[config.mk]
export PLATFORM = sky130hd
export DESIGN_NAME = mult_share_arb
export DESIGN_NICKNAME = d
export VERILOG_FILES = /design/src/rtl/mult_share_pkg.sv /design/src/rtl/mul_pipe.sv /design/src/rtl/mult_share_arb.sv
export SDC_FILE = /design/constraint.sdc
export NUM_CORES = 1
export LEC_CHECK = 0
export BUFFER_PORTS_ARGS = -buffer_cell sky130_fd_sc_hd__buf_2
export CAP_MARGIN = 30
export CORE_ASPECT_RATIO = 1.2
export CORE_MARGIN = 10
export CORE_UTILIZATION = 38
export DETAILED_ROUTE_END_ITERATION = 12
export SLEW_MARGIN = 20
export SYNTH_ARGS = -nofsm -noshare
export SYNTH_HDL_FRONTEND = slang
export SYNTH_HIERARCHICAL = 1
export SYNTH_SLANG_ARGS = --single-unit
export TNS_END_PERCENT = 5
[constraint.sdc]
create_clock -name aclk -period 6 [get_ports aclk]
set_input_delay 0.3 -clock aclk [delete_from_list [all_inputs] [get_ports aclk]]
set_output_delay 0.3 -clock aclk [all_outputs]
set_load 0.02 [all_outputs]
[src/rtl/mult_share_pkg.sv]
// Shared constants and the result-tag type for the shared-multiplier arbiter.
// The tag travels alongside each product so the result can be routed to its owner.
package mult_share_pkg;

    localparam int N_REQ_DEF   = 4;
    localparam int MUL_LAT_DEF = 3;
    localparam int A_W_DEF     = 18;
    localparam int B_W_DEF     = 8;

    // Owner index width; the arbiter supports up to 2**OWNER_W requesters.
    localparam int OWNER_W = $clog2(N_REQ_DEF);

    typedef struct packed {
        logic               valid;
        logic [OWNER_W-1:0] owner;
    } tag_t;

endpackage

[src/rtl/mul_pipe.sv]
// Unsigned A x B multiplier with MUL_LAT register stages and no handshake.
// All stages sit after the multiply so synthesis can retime them into the array.
module mul_pipe #(
    parameter int A_W     = 18,
    parameter int B_W     = 8,
    parameter int MUL_LAT = 3
) (
    input  logic               aclk,
    input  logic               aresetn,
    input  logic [A_W-1:0]     a,
    input  logic [B_W-1:0]     b,
    output logic [A_W+B_W-1:0] p
);

    localparam int P_W = A_W + B_W;

    logic [P_W-1:0] stage_q [MUL_LAT];

    always_ff @(posedge aclk or negedge aresetn) begin
        if (!aresetn) begin
            for (int k = 0; k < MUL_LAT; k++) begin
                stage_q[k] <= '0;
            end
        end else begin
            stage_q[0] <= P_W'(a) * P_W'(b);
            for (int k = 1; k < MUL_LAT; k++) begin
                stage_q[k] <= stage_q[k-1];
            end
        end
    end

    assign p = stage_q[MUL_LAT-1];

endmodule

[src/rtl/mult_share_arb.sv]
// Round-robin arbiter sharing one pipelined multiplier among N_REQ requesters.
// Handshake: a transfer on requester i happens in a cycle where req_valid[i] && req_ready[i].
module mult_share_arb
    import mult_share_pkg::*;
#(
    parameter int N_REQ   = N_REQ_DEF,
    parameter int MUL_LAT = MUL_LAT_DEF,
    parameter int A_W     = A_W_DEF,
    parameter int B_W     = B_W_DEF
) (
    input  logic                         aclk,
    input  logic                         aresetn,
    input  logic                         en,
    input  logic [N_REQ-1:0]             req_valid,
    output logic [N_REQ-1:0]             req_ready,
    input  logic [N_REQ*A_W-1:0]         req_a,
    input  logic [N_REQ*B_W-1:0]         req_b,
    output logic [N_REQ-1:0]             res_valid,
    output logic [A_W+B_W-1:0]           res_p,
    output logic [$clog2(MUL_LAT+1)-1:0] inflight
);

    localparam int IDX_W = OWNER_W;
    localparam int IF_W  = $clog2(MUL_LAT+1);

    logic [IDX_W-1:0] ptr;
    logic [IDX_W-1:0] grant_idx;
    logic [IDX_W-1:0] cand_idx;
    logic             xfer;
    logic [N_REQ-1:0] grant;
    int               cand;
    logic [A_W-1:0]   sel_a;
    logic [B_W-1:0]   sel_b;
    tag_t             tag_q [MUL_LAT];
    tag_t             tail;

    // Search upward from ptr, wrapping at N_REQ; the first valid requester wins.
    always_comb begin
        grant     = '0;
        grant_idx = '0;
        xfer      = 1'b0;
        cand      = 0;
        cand_idx  = '0;
        if (en && aresetn) begin
            for (int i = 0; i < N_REQ; i++) begin
                cand = int'(ptr) + i;
                if (cand >= N_REQ) begin
                    cand = cand - N_REQ;
                end
                cand_idx = IDX_W'(cand);
                if (!xfer && req_valid[cand_idx]) begin
                    xfer            = 1'b1;
                    grant_idx       = cand_idx;
                    grant[cand_idx] = 1'b1;
                end
            end
        end
    end

    assign req_ready = grant;

    // Idle cycles feed zeros so the multiplier does not toggle on stale operands.
    assign sel_a = xfer ? req_a[int'(grant_idx)*A_W +: A_W] : '0;
    assign sel_b = xfer ? req_b[int'(grant_idx)*B_W +: B_W] : '0;

    mul_pipe #(
        .A_W     (A_W),
        .B_W     (B_W),
        .MUL_LAT (MUL_LAT)
    ) u_mul_pipe (
        .aclk    (aclk),
        .aresetn (aresetn),
        .a       (sel_a),
        .b       (sel_b),
        .p       (res_p)
    );

    assign tail = tag_q[MUL_LAT-1];

    always_ff @(posedge aclk or negedge aresetn) begin
        if (!aresetn) begin
            ptr      <= '0;
            inflight <= '0;
            for (int k = 0; k < MUL_LAT; k++) begin
                tag_q[k] <= '0;
            end
        end else begin
            tag_q[0].valid <= xfer;
            tag_q[0].owner <= grant_idx;
            for (int k = 1; k < MUL_LAT; k++) begin
                tag_q[k] <= tag_q[k-1];
            end
            if (xfer) begin
                ptr <= (grant_idx == IDX_W'(N_REQ-1)) ? '0 : grant_idx + 1'b1;
            end
            case ({xfer, tail.valid})
                2'b10:   inflight <= inflight + IF_W'(1);
                2'b01:   inflight <= inflight - IF_W'(1);
                default: inflight <= inflight;
            endcase
        end
    end

    always_comb begin
        res_valid = '0;
        for (int i = 0; i < N_REQ; i++) begin
            res_valid[i] = tail.valid && (tail.owner == IDX_W'(i));
        end
    end

endmodule

==> key figures <==
Routing
  – DRT Pass-1 Iters: 5
  – DR vias: 7637
  – WL final: 25400 µm
  – 1st-iter DRT viols: 343
  – Drc violations: 0
  – DRT antenna net count: 0
  – Routed WL per cell: 16.8 µm
  – Vias per inst: 5.05

Power and ir drop
  – Sequential power share: 13.2%
  – Combinational Power Share: 78.3%
  – Worst vdd ir: 0.000234 V
  – Cell Int Power: 3.89 mW
  – Clk network pwr share: 8.4%
  – Switching share of power: 43.9%
  – Net Sw Power: 3.05 mW
  – PnR Total Power: 6.94 mW
  – Pwr Density: 551 nW/µm²
  – P_leak: 6.10 nW

Yosys
  – Post-Syn Instances: 898
  – Sequential share of the synthesized area: 25.6%
  – Top_reg_cell synth: dfrtp_1
  – Number of flops mapped to enable cells by yosys: 0
  – Synthesized Nets: 1160
  – Flops & latches, synth: 91
  – Async S/R FF share, synth: 100%
  – Post-Synthesis Cell Area: 8890 µm²
  – Avg Cell Area, Syn: 9.91 µm²
  – Synth cell types: 57
  – Syn. warnings: 6

GRT
  – Vias in the first global route: 8053
  – GRT Util Overall: 16.4%
  – First-pass GRT wire length: 41000 µm
  – Overflow after GRT: 0
  – Initial antenna violation count: 0
  – Largest net degree at the start of global routing: 47

Clocking
  – Total CTS buffers: 9
  – Hold-fix buffers at CTS: 0
  – Clock Pin Slew Worst Setup and Hold Paths: 70 ps
  – H-tree depth reported by CTS: 3
  – Clk root buf: clkbuf_16
  – Bufs on Longest Clock Path: 2
  – Worst skew pair latency: 350 ps
  – TritonCTS clock tree: built
  – CTS Sinks: 91

Finish
  – Cell area after layout: 12600 µm²
  – Nets: 1454
  – Post-layout util: 54.5%
  – Ant diodes: 0
  – Area delta synth->final: 41.6%
  – Non-filler instance count after layout: 1512
  – Share of cells above drive strength 1: 41.1%
  – Fillers: 2026

Setup path
  – Worst r2r path cells: 22
  – Worst setup EP type: flip-flop
  – Nature of the critical path startpoint: flip-flop
  – CP Max Fanout: 7
  – Worst path required time: 6280 ps
  – Crit path kind: reg2reg
  – Crit path DAT: 6560 ps

STA
  – Worst slew pin tran: 580 ps
  – TNS Setup: -2580 ps
  – Slew Viols, Final: 0
  – Worst setup slack after layout: -276 ps
  – Min Tclk post-route: 6280 ps
  – Final hold violations: 0
  – RSZ-0062 raised after global routing: true
  – Max_slew headroom: 61.3%
  – Final Cycle Share: 105%
  – Fin Clk Skew: 11.8 ps
  – Max Freq: 159 MHz
  – # setup viols final: 13

Placement
  – Port bufs: 146
  – Placed cell area: 11300 µm²
  – GPL Wtd Cong: 0.862
  – Placed Instances: 1447
  – Detailed placement HPWL: 19700 µm

Worst hold path
  – Hold Path Class: in2async

Job
  – MaxCap Viol Count: 0

Floorplanning
  – Cell row count: 61
  – DIE AREA: 30000 µm²
  – Initial cell density of the core: 38.5%
  – Ports: 147
  – Core area: 23100 µm²
  – Die Ht: 188 µm
  – Die X: 160 µm

Outcome
  – Failing checks: negative setup slack
  – Status: finished with violations
[power groups by stage]
stage | Combinational (mW) | Sequential, mW | Clock (mW)
2_1_floorplan | 2.96 | 0.935 | 0
3_3_place_gp | 4.51 | 0.938 | 0
3_5_place_dp | 4.57 | 0.942 | 0
4_1_cts | 5.04 | 0.921 | 0.608
5_1_grt | 6.02 | 0.945 | 0.629
6_report | 5.44 | 0.920 | 0.586
[flip-flops by register name, summed over array words and instances (netlist names)]
name,flops
u_mul_pipe/p,26
ptr,2
u_mul_pipe/stage_q,52
inflight,2
tag_q,9
[layout by cell type (no fill, tap or decap), drive strengths merged, types with 3 or more instances in the layout]
master / synthesis / routed
buf: 51 / 353
and2: 126 / 126
inv: 115 / 118
fa: 96 / 96
dfrtp: 91 / 91
o211ai: 56 / 56
ha: 55 / 55
nand2: 37 / 37
nand3: 29 / 29
a21oi: 28 / 28
a32oi: 26 / 28
a311oi: 28 / 28
nor2: 17 / 17
xnor2: 16 / 16
o21ai: 15 / 15
clkbuf: 24 / 11
a22oi: 8 / 8
or2: 7 / 7
xor2: 6 / 6
nor2b: 6 / 6
a21o: 5 / 5
nor3: 5 / 5
a211o: 5 / 5
mux4: 4 / 4
and3: 4 / 4
o21a: 4 / 4
a2111oi: 3 / 3
clkinv: 0 / 3
a31oi: 3 / 3
[Yosys cell counts (24+ instances only)]
master	instances	area [µm²]
inv_1	114	428
buf_4	27	203
nand2_1	37	139
fa_1	96	1920
ha_1	55	688
and2_1	126	788
dfrtp_1	91	2280
a32oi_1	26	228
clkbuf_1	24	90.1
nand3_1	29	145
o211ai_1	56	420
a21oi_1	28	140
a311oi_1	27	236
[kinds of logic (layout without fill, tap and decap cells)]
group                      count (synthesis)  in the layout  share of synthesized area, %
AOI/OAI and AO/OA                        193            195                          16.5
xor gates and xnor gates                  22             22                          2.17
adders and majority gates                151            151                          29.3
buffers and inverters                    190            487                          9.64
DFF                                       91             91                          25.6
muxes                                      6              6                          1.24
and+or+nand+nor                          245            245                          15.5
[what timing repair did]
item / CTS / global route
setup endpoints to repair: 15 / 18
gates cloned: 2 / 3
resized for setup: 50 / 56
pin swaps: 34 / 55
setup buffers: 20 / 24
[path summary, 6_finish.rpt]
path                                             start                      to  slack, ps
worst max-delay path                            ptr[0]  u_mul_pipe/stage_q[77]       -280
worst min-delay path                           aresetn  u_mul_pipe/stage_q[29]        100
min in group aclk               u_mul_pipe/stage_q[44]        u_mul_pipe/p[18]        340
worst max register to register                  ptr[0]  u_mul_pipe/stage_q[77]       -280
worst min register to register  u_mul_pipe/stage_q[44]        u_mul_pipe/p[18]        340
max in group asynchronous                      aresetn  u_mul_pipe/stage_q[44]       4930
[metrics by stage]
step | setup slack [ps] | hold WS, ps
floorplan | -65.3 | 4.41
global placement | -310 | 332
detailed placement | -413 | 335
CTS | -256 | 109
global route | -502 | 150
finish | -276 | 104
[metal layers]
| layer | wire length [µm] | share of wire (%) | up-vias | GRT usage, % |
|---|---|---|---|---|
| li1 | - | - | 3638 | - |
| met4 | 749 | 3.0 | 0 | 5.71 |
| met1 | 10800 | 43 | 3698 | 20.1 |
| met5 | 0 | 0 | - | 0 |
| met2 | 12100 | 48 | 252 | 27.3 |
| met3 | 1640 | 6.5 | 49 | 4.25 |
[critical path, stage by stage, from the launching register on]
cell,delay [ps]
dfrtp_2,430
buf_6,140
inv_6,50
ha_4,220
a211o_4,360
a211o_4,380
buf_12,160
buf_4,130
a311oi_4,350
a32oi_4,150
and2_1,240
fa_1,550
fa_1,440
fa_1,510
inv_1,50
fa_1,500
inv_2,50
ha_4,230
a211o_1,280
o31a_1,350
a311oi_4,360
o2111ai_1,160
nand3_1,90
[area by class of cell]
| class | instances | area (µm²) | share of cell area, % |
|---|---|---|---|
| Timing Repair Buffer | 356 | 2620 | 20.8 |
| Clock inverter | 7 | 92.6 | 0.735 |
| Multi-Input combinational cell | 619 | 6550 | 52.0 |
| Sequential cell | 91 | 2280 | 18.1 |
| Tap cell | 315 | 394 | 3.13 |
| Clock buffer | 9 | 225 | 1.79 |
| Inverter | 115 | 437 | 3.47 |
Note: power is estimated with default switching activity, not from simulation.
